<file path="config.mk">
export PLATFORM = sky130hd
export DESIGN_NAME = countdown_timer
export DESIGN_NICKNAME = d
export VERILOG_FILES = /design/src/rtl/countdown_timer.sv
export SDC_FILE = /design/constraint.sdc
export NUM_CORES = 1
export LEC_CHECK = 0
export BUFFER_PORTS_ARGS = -buffer_cell sky130_fd_sc_hd__buf_2
export CAP_MARGIN = 20
export CORE_MARGIN = 2
export CORE_UTILIZATION = 55
export DETAILED_ROUTE_END_ITERATION = 12
export GPL_TIMING_DRIVEN = 0
export HOLD_SLACK_MARGIN = 0.12
export PLACE_DENSITY = 0.82
export SLEW_MARGIN = 5
export SYNTH_ARGS = -nofsm -noshare
export SYNTH_HDL_FRONTEND = slang
export SYNTH_SLANG_ARGS = --single-unit
</file>
<file path="constraint.sdc">
create_clock -name clk -period 2.85 [get_ports clk]
set_input_delay 0.1425 -clock clk [delete_from_list [all_inputs] [get_ports clk]]
set_output_delay 0.1425 -clock clk [all_outputs]
set_load 0.01 [all_outputs]
</file>
<file path="src/rtl/countdown_timer.sv">
// Cook-time countdown: BCD MM:SS entry, one-second decrement per TICK_DIV clocks, optional add30 (TIMER_ADD30_EN).
// Latency: entry/add30/clear visible one cycle after the strobe; first decrement TICK_DIV cycles after mag_on rises from pre=0.
// Backpressure: none; strobes are sampled every cycle, and entry is ignored while mag_on is high.
module countdown_timer #(
   parameter int TICK_DIV = 100
) (
   input  logic       clk,
   input  logic       reset,
   input  logic       clearn,
   input  logic       load_en,
   input  logic [3:0] digit,
   input  logic       mag_on,
`ifdef TIMER_ADD30_EN
   input  logic       add30,
`endif
   output logic [3:0] min_tens,
   output logic [3:0] min_ones,
   output logic [3:0] sec_tens,
   output logic [3:0] sec_ones,
   output logic       timer_done,
   output logic       done_pulse
);

   localparam int PW = (TICK_DIV > 2) ? $clog2(TICK_DIV) : 1;
   localparam logic [PW-1:0] PRE_MAX = PW'(TICK_DIV - 1);

   logic [PW-1:0] pre;
   logic          t_zero;
   logic          tick;
   logic          last_sec;
   logic [3:0]    d_mt, d_mo, d_st, d_so;

   assign t_zero     = (min_tens == 4'd0) && (min_ones == 4'd0) &&
                       (sec_tens == 4'd0) && (sec_ones == 4'd0);
   assign timer_done = t_zero;
   assign tick       = mag_on && !t_zero && (pre == PRE_MAX);
   assign last_sec   = {min_tens, min_ones, sec_tens, sec_ones} == 16'h0001;

   // One-second BCD decrement with borrow chain; never evaluated at 00:00.
   always_comb begin
      d_mt = min_tens;
      d_mo = min_ones;
      d_st = sec_tens;
      d_so = sec_ones;
      if (sec_ones != 4'd0) begin
         d_so = sec_ones - 4'd1;
      end else begin
         d_so = 4'd9;
         if (sec_tens != 4'd0) begin
            d_st = sec_tens - 4'd1;
         end else begin
            d_st = 4'd5;
            if (min_ones != 4'd0) begin
               d_mo = min_ones - 4'd1;
            end else begin
               d_mo = 4'd9;
               d_mt = min_tens - 4'd1;
            end
         end
      end
   end

`ifdef TIMER_ADD30_EN
   logic [12:0] tot, sum;
   logic [6:0]  mins;
   logic [5:0]  secs;
   logic [3:0]  a_mt, a_mo, a_st, a_so;

   // Unnormalised seconds digits (e.g. 0:95) are folded into the total, then re-split.
   always_comb begin
      tot = 13'(min_tens) * 13'd600 + 13'(min_ones) * 13'd60 +
            13'(sec_tens) * 13'd10 + 13'(sec_ones);
      sum = tot + 13'd30;
      if (sum > 13'd5999) sum = 13'd5999;
      mins = 7'(sum / 13'd60);
      secs = 6'(sum % 13'd60);
      a_mt = 4'(mins / 7'd10);
      a_mo = 4'(mins % 7'd10);
      a_st = 4'(secs / 6'd10);
      a_so = 4'(secs % 6'd10);
   end
`endif

   always_ff @(posedge clk) begin
      done_pulse <= 1'b0;
      if (reset || !clearn) begin
         min_tens <= 4'd0;
         min_ones <= 4'd0;
         sec_tens <= 4'd0;
         sec_ones <= 4'd0;
         pre      <= '0;
      end
`ifdef TIMER_ADD30_EN
      else if (add30) begin
         min_tens <= a_mt;
         min_ones <= a_mo;
         sec_tens <= a_st;
         sec_ones <= a_so;
         // A pending tick is deferred, not lost: pre stays at PRE_MAX.
         if (t_zero)
            pre <= '0;
         else if (mag_on && !tick)
            pre <= pre + PW'(1);
      end
`endif
      else if (tick) begin
         min_tens   <= d_mt;
         min_ones   <= d_mo;
         sec_tens   <= d_st;
         sec_ones   <= d_so;
         pre        <= '0;
         done_pulse <= last_sec;
      end else begin
         if (t_zero)
            pre <= '0;
         else if (mag_on)
            pre <= pre + PW'(1);
         if (!mag_on && load_en && (digit <= 4'd9)) begin
            min_tens <= min_ones;
            min_ones <= sec_tens;
            sec_tens <= sec_ones;
            sec_ones <= digit;
         end
      end
   end

endmodule
</file>
==> flow_metrics.py, run 1 <==
metrics = {
    "power_and_ir_drop": {
        "power_density_nw_per_um2": 353,
        "irDropWorstVdd_mv": 0.348,
        "leakage_nw": 0.688,
    },
    "placed_design": {
        "io_buffers": 25,
        "dp_hpwl_um": 2930,
        "numPlacedInstances": 238,
        "placed_cell_area_sq_um": 1660,
        "place_congestion": 0.932,
    },
    "final_layout": {
        "final_area_sq_um": 1710,
        "fillCellCount": 233,
        "regArea_sq_um": 480,
        "drive_above_1_share_pct": 20.1,
        "syn_to_final_growth_pct": 14.7,
        "layout.cells.non_filler": 244,
        "layout.nets": 226,
        "multi_input_area_sq_um": 932,
        "antenna_cells": 0,
    },
    "cts": {
        "ctsLongestPathBuffers": 2,
        "clockRootBuffer": "clkbuf_4",
        "cts_tree": "built",
        "clock_latency_ns": 0.33,
        "post-cts-setup-buffers": 0,
        "cts-htree-levels": 1,
        "path_clk_slew_ns": 0.15,
        "cts_sinks": 24,
        "cts-buffers-inserted": 3,
    },
    "drt": {
        "drt_iter0_drc": 71,
        "vias": 1559,
        "firstDrtPassIters": 4,
        "wl_per_cell_um": 16.6,
        "detail_route.vias_per_cell": 6.39,
        "route.detailed.drc": 0,
        "drt-total-wl_um": 4060,
        "drtAntennaViolNets": 0,
    },
    "sta": {
        "clock.fmax_mhz": 395,
        "slew_headroom_pct": 44.7,
        "skew_ns": 0.0136,
        "min_period_ns": 2.53,
        "worst_pin_slew_ns": 0.822,
        "finalSetupTns_ns": 0,
        "drv_slew": 0,
        "rsz0062_at_grt": "false",
        "hold_viol_final": 0,
        "setup_viol": 0,
        "post-route-period-util_pct": 88.8,
    },
    "logic_synthesis": {
        "yosysSeqAreaShare_pct": 32.2,
        "syn_area_sq_um": 1490,
        "synth_fp_nets": 194,
        "synth_cells": 183,
        "yosys_warnings": 0,
        "synth-main-ff-cell": "dfxtp_1",
        "async_flop_share_pct": 0,
        "synth_edf_count": 0,
        "ys_ff_latch": 24,
        "yosysUniqueCellTypes": 54,
        "avgSynthCellArea_sq_um": 8.16,
    },
    "global_route": {
        "gr-total-overflow": 0,
        "grt_max_degree": 14,
        "grt_pass1_wl_um": 6730,
        "grt_usage_pct": 26.5,
        "antenna_found_initial": 0,
        "grt_pass1_vias": 1437,
    },
    "worst_setup_path": {
        "rr_startpoint": "min_tens[0]",
        "cp-start-kind": "flop",
        "regToRegEndpoint": "min_ones[0]",
        "crit_fanout": 7,
        "cp-end-kind": "output port",
        "r2r_cells": 9,
        "worstSetupPathType": "flop to output port",
        "reg2reg_setup_slack_ns": 0.37,
        "worstPathArrival_ns": 2.39,
        "required_ns": 2.71,
    },
    "die": {
        "die_area_sq_um": 3150,
        "die_x_um": 56.1,
        "row_count": 18,
        "die_h_um": 56.1,
        "start_util_pct": 59.2,
        "core-area_sq_um": 2520,
        "ios": 27,
    },
    "outcome": {
        "status": "complete, no violations",
    },
    "min_path": {
        "hold_end": "pre[1]",
        "hold_start": "mag_on",
        "hold_depth": 3,
        "hold_class": "primary input to flop",
    },
    "flow_run": {
        "maxCapViolations": 0,
    },
}
==> layout make-up <==
| type | count | share of cell area [%] |
|---|---|---|
| multi-input combinational | 145 | 54.4 |
| sequential | 24 | 28.0 |
| timing repair buffer | 27 | 8.47 |
| buffer | 9 | 2.92 |
| tap | 30 | 2.19 |
| clock buffer | 4 | 2.12 |
| inverter | 5 | 1.83 |
==> report_power, final <==
group          switching, mW  internal [mW]  total, mW
Clock                  0.111         0.0783      0.189
Sequential           0.00302          0.337      0.340
Combinational         0.0457         0.0293     0.0750
==> placed cells by master, fill, tap and decap left out, types with 4 or more instances in the layout <==
cell	n
a21oi_1	7
nor4_1	5
nor3_1	5
o21ai_0	7
nand3_1	10
or3_1	4
buf_2	26
inv_1	4
clkbuf_1	6
dfxtp_1	24
nand4_1	6
nor2_1	19
mux2i_1	5
nand2_1	18
o21a_1	4
==> stage by stage <==
step                util, %  hold WS [ns]  setup WS, ns  total power, mW
floorplan                 -         0.279         0.535            0.397
global placement       65.7         0.394         0.418            0.417
detailed placement     65.7         0.388         0.396            0.419
CTS                    67.9         0.177         0.326            0.603
global route           67.9         0.203         0.190            0.625
finish                 67.9         0.173         0.319            0.605
==> kinds of logic (layout without fill, tap and decap cells) <==
group	after synthesis	after routing	synth area share, %
AOI/OAI and AO/OA	46	46	23.4
xor gates and xnor gates	6	6	3.52
adders and majority gates	2	2	1.67
buffers and inverters	14	45	5.44
DFF	24	24	32.2
muxes	5	5	3.35
and+or+nand+nor	86	86	30.5
==> synthesized netlist by cell type, drive strengths merged (2+ instances only) <==
cell / number / area [sq um]
dfxtp: 24 / 480
nor2: 20 / 82.6
nand2: 19 / 73.8
nand3: 10 / 50.1
o21ai: 9 / 48.8
a21oi: 8 / 43.8
clkbuf: 6 / 22.5
nand4: 6 / 37.5
mux2i: 5 / 50.1
nor3: 5 / 25.0
nor4: 5 / 31.3
inv: 4 / 15.0
o2111ai: 4 / 41.3
o21a: 4 / 30.0
or3: 4 / 25.0
and3: 3 / 18.8
buf: 3 / 27.5
nor4b: 3 / 26.3
o22ai: 3 / 18.8
or4: 3 / 26.3
xnor2: 3 / 26.3
xor2: 3 / 26.3
a211o: 2 / 17.5
a31oi: 2 / 12.5
ha: 2 / 25.0
nor2b: 2 / 12.5
o211ai: 2 / 15.0
==> worst max path at each step <==
| stage | start | end | slack, ns | cells after the start |
|---|---|---|---|---|
| finish | min_tens[0] | timer_done | 0.32 | 7 |
| global route | min_tens[0] | timer_done | 0.19 | 7 |
| CTS | min_tens[0] | timer_done | 0.33 | 7 |
| detailed placement | min_tens[0] | min_ones[0] | 0.40 | 9 |
| global placement | min_tens[0] | min_ones[0] | 0.42 | 9 |
| floorplan | min_tens[0] | min_ones[0] | 0.54 | 9 |
==> what timing repair did <==
action,4_1_cts,5_1_grt
endpoints found under the setup margin,0,0
resized for setup,0,0
hold endpoints to repair,2,0
hold buffers,2,0
==> registers in the layout, summed over array words and instances, names as in the netlist <==
name and count:
done_pulse 1, sec_tens 4, min_tens 4, pre 7
min_ones 4, sec_ones 4
==> per-layer routing <==
| metal | track usage (%) | vias to the layer above | share of wire [%] |
|---|---|---|---|
| met1 | 37.0 | 718 | 46 |
| met4 | 10.5 | 0 | 1.9 |
| li1 | - | 757 | - |
| met3 | 3.95 | 11 | 7.5 |
| met5 | 0 | - | 0 |
| met2 | 40.8 | 73 | 45 |
==> critical path: stages, from the launching register on <==
cell	delay [ns]
dfxtp_1	0.36
inv_1	0.12
ha_1	0.23
or4b_1	0.47
or4_1	0.53
buf_6	0.17
clkinv_8	0.07
buf_2	0.12
No activity file was read; power rests on OpenSTA's default activity.
==> inputs of run 2 (changes only) <==
Settings changed: CORE_ASPECT_RATIO set to 1.2.
==> run 2 against run 1 <==
  * Sequential power about the same
  * Register-to-register slack got worse by 0.06 ns
  * Combinational power grew 0.5%
  * Routed wire length is 3.9% higher
  * First-iteration DRC count grew 61%
  * Clock power is 38% higher
  * Sequential share of layout area shrank 0.32 points
  * Critical path type unchanged
  * Largest cell class unchanged
  * Highest routed layer unchanged
==> flow_metrics.py, run 2 (same netlist as run 1, synthesis figures left out) <==
metrics = {
    "outcome": {
        "status": "complete, no violations",
    },
    "worst_setup_path": {
        "crit_fanout": 7,
        "required_ns": 2.71,
        "path_depth": 7,
        "cp_num_buf_inv": 4,
        "crit_slowest_cell": "or4_1",
        "cp-end-kind": "output port",
        "rr_startpoint": "min_tens[0]",
        "cp-start-kind": "flop",
        "crit_family": "simple AND/OR/NAND/NOR gates",
        "slowest_delay_ns": 0.54,
        "worstSetupPathType": "flop to output port",
        "worstPathArrival_ns": 2.44,
        "regToRegEndpoint": "min_ones[0]",
        "r2r_cells": 9,
        "path_cells": "inv_1, ha_1, or4b_1, or4_1, buf_6, clkinv_8, buf_2",
        "reg2reg_setup_slack_ns": 0.31,
    },
    "die": {
        "die_x_um": 51.6,
        "row_count": 20,
        "die_h_um": 61.1,
        "ios": 27,
        "die_area_sq_um": 3150,
        "core-area_sq_um": 2550,
        "start_util_pct": 58.5,
    },
    "sta": {
        "worst_pin_slew_ns": 0.737,
        "rsz0062_at_grt": "false",
        "clock.fmax_mhz": 387,
        "finalSetupTns_ns": 0,
        "post-route-period-util_pct": 90.6,
        "min_period_ns": 2.58,
        "drv_slew": 0,
        "slew_headroom_pct": 50.3,
        "skew_ns": 0.0128,
        "hold_viol_final": 0,
        "setup_viol": 0,
    },
    "final_layout": {
        "final_common_cell": "buf_2",
        "layout.nets": 226,
        "largest-register": "pre",
        "drive_above_1_share_pct": 20.1,
        "final_cell_mix": "buf_2, dfxtp_1, nor2_1",
        "antenna_cells": 0,
        "syn_to_final_growth_pct": 16.0,
        "largest_reg_flops": 7,
    },
    "placed_design": {
        "io_buffers": 25,
        "place_congestion": 0.939,
        "dp_hpwl_um": 3100,
    },
    "min_path": {
        "hold_start": "clearn",
        "hold_class": "primary input to flop",
        "hold_depth": 3,
        "hold_end": "min_ones[0]",
    },
    "drt": {
        "wl_per_cell_um": 17.1,
        "drtAntennaViolNets": 0,
        "drt_iter0_drc": 114,
        "firstDrtPassIters": 4,
        "vias": 1600,
        "route.detailed.drc": 0,
        "drt-total-wl_um": 4220,
        "detail_route.vias_per_cell": 6.48,
    },
    "power_and_ir_drop": {
        "leakage_nw": 0.695,
        "p_total_mw": 0.676,
        "power_density_nw_per_um2": 390,
        "irDropWorstVdd_mv": 0.215,
    },
    "cts": {
        "clockRootBuffer": "clkbuf_4",
        "cts_tree": "built",
        "clock_latency_ns": 0.34,
        "cts-htree-levels": 1,
        "cts_sinks": 24,
        "path_clk_slew_ns": 0.15,
        "cts-buffers-inserted": 3,
        "ctsLongestPathBuffers": 2,
    },
    "global_route": {
        "grt_pass1_wl_um": 6810,
        "grt_pass1_vias": 1473,
        "grt_usage_pct": 28.7,
        "gr-total-overflow": 0,
        "antenna_found_initial": 0,
        "grt_max_degree": 15,
    },
    "flow_run": {
        "maxCapViolations": 0,
    },
}
-- run 2: metrics by stage --
step                      std cells  instance area, sq um  worst slack, ns  hold WS, ns  util [%]
final                           247                  1730            0.268        0.136      67.9
after CTS                       247                  1730            0.299        0.134      67.9
after global routing            247                  1730            0.192        0.156      67.9
after global placement          241                  1660            0.426        0.388      65.0
after detailed placement        241                  1660            0.401        0.388      65.0
after floorplan                 183                  1490            0.535        0.279         -
-- run 2: power by group --
| group | internal [mW] | total (mW) | switching [mW] |
|---|---|---|---|
| logic | 0.0294 | 0.0754 | 0.0461 |
| clock network | 0.142 | 0.260 | 0.117 |
| registers | 0.338 | 0.340 | 0.00293 |
| total | 0.509 | 0.676 | 0.166 |
-- run 2: worst min-delay path: cells and delay by family --
kind | cells | cell delay, ns
simple gates | 1 | 0.12
buf+inv | 1 | 0.10
compound gates | 1 | 0.07
-- run 2: layer usage --
metal  global-route usage [%]  up-vias  wire length [um]
met1                     36.2      730              1650
met3                     3.88       19               367
li1                         -      754                 -
met5                        0        -                 0
met2                     50.4       97              2040
met4                     10.5        0               153
-- run 2: worst max path at each step --
stage                start           to  slack, ns
2_1_floorplan  min_tens[0]  min_ones[0]       0.54
3_3_place_gp   min_tens[0]  min_ones[0]       0.43
3_5_place_dp   min_tens[0]  min_ones[0]       0.40
4_1_cts        min_tens[0]   timer_done       0.30
5_1_grt        min_tens[0]   timer_done       0.19
6_report       min_tens[0]   timer_done       0.27
-- run 2: timing repair --
item,in CTS,in global routing
hold endpoints to repair,2,0
hold buffers,2,0
resized for setup,0,0
buffers inserted,0,0
setup endpoints to repair,0,0
-- run 2: layout make-up --
type | count | area, sq um
clock buffer | 3 | 22.5
fill | 228 | 820
inverter | 5 | 31.3
clock inverter | 1 | 30.0
tap | 33 | 41.3
buffer | 9 | 50.0
multi-input combinational | 145 | 932
timing repair buffer | 27 | 145
sequential | 24 | 480
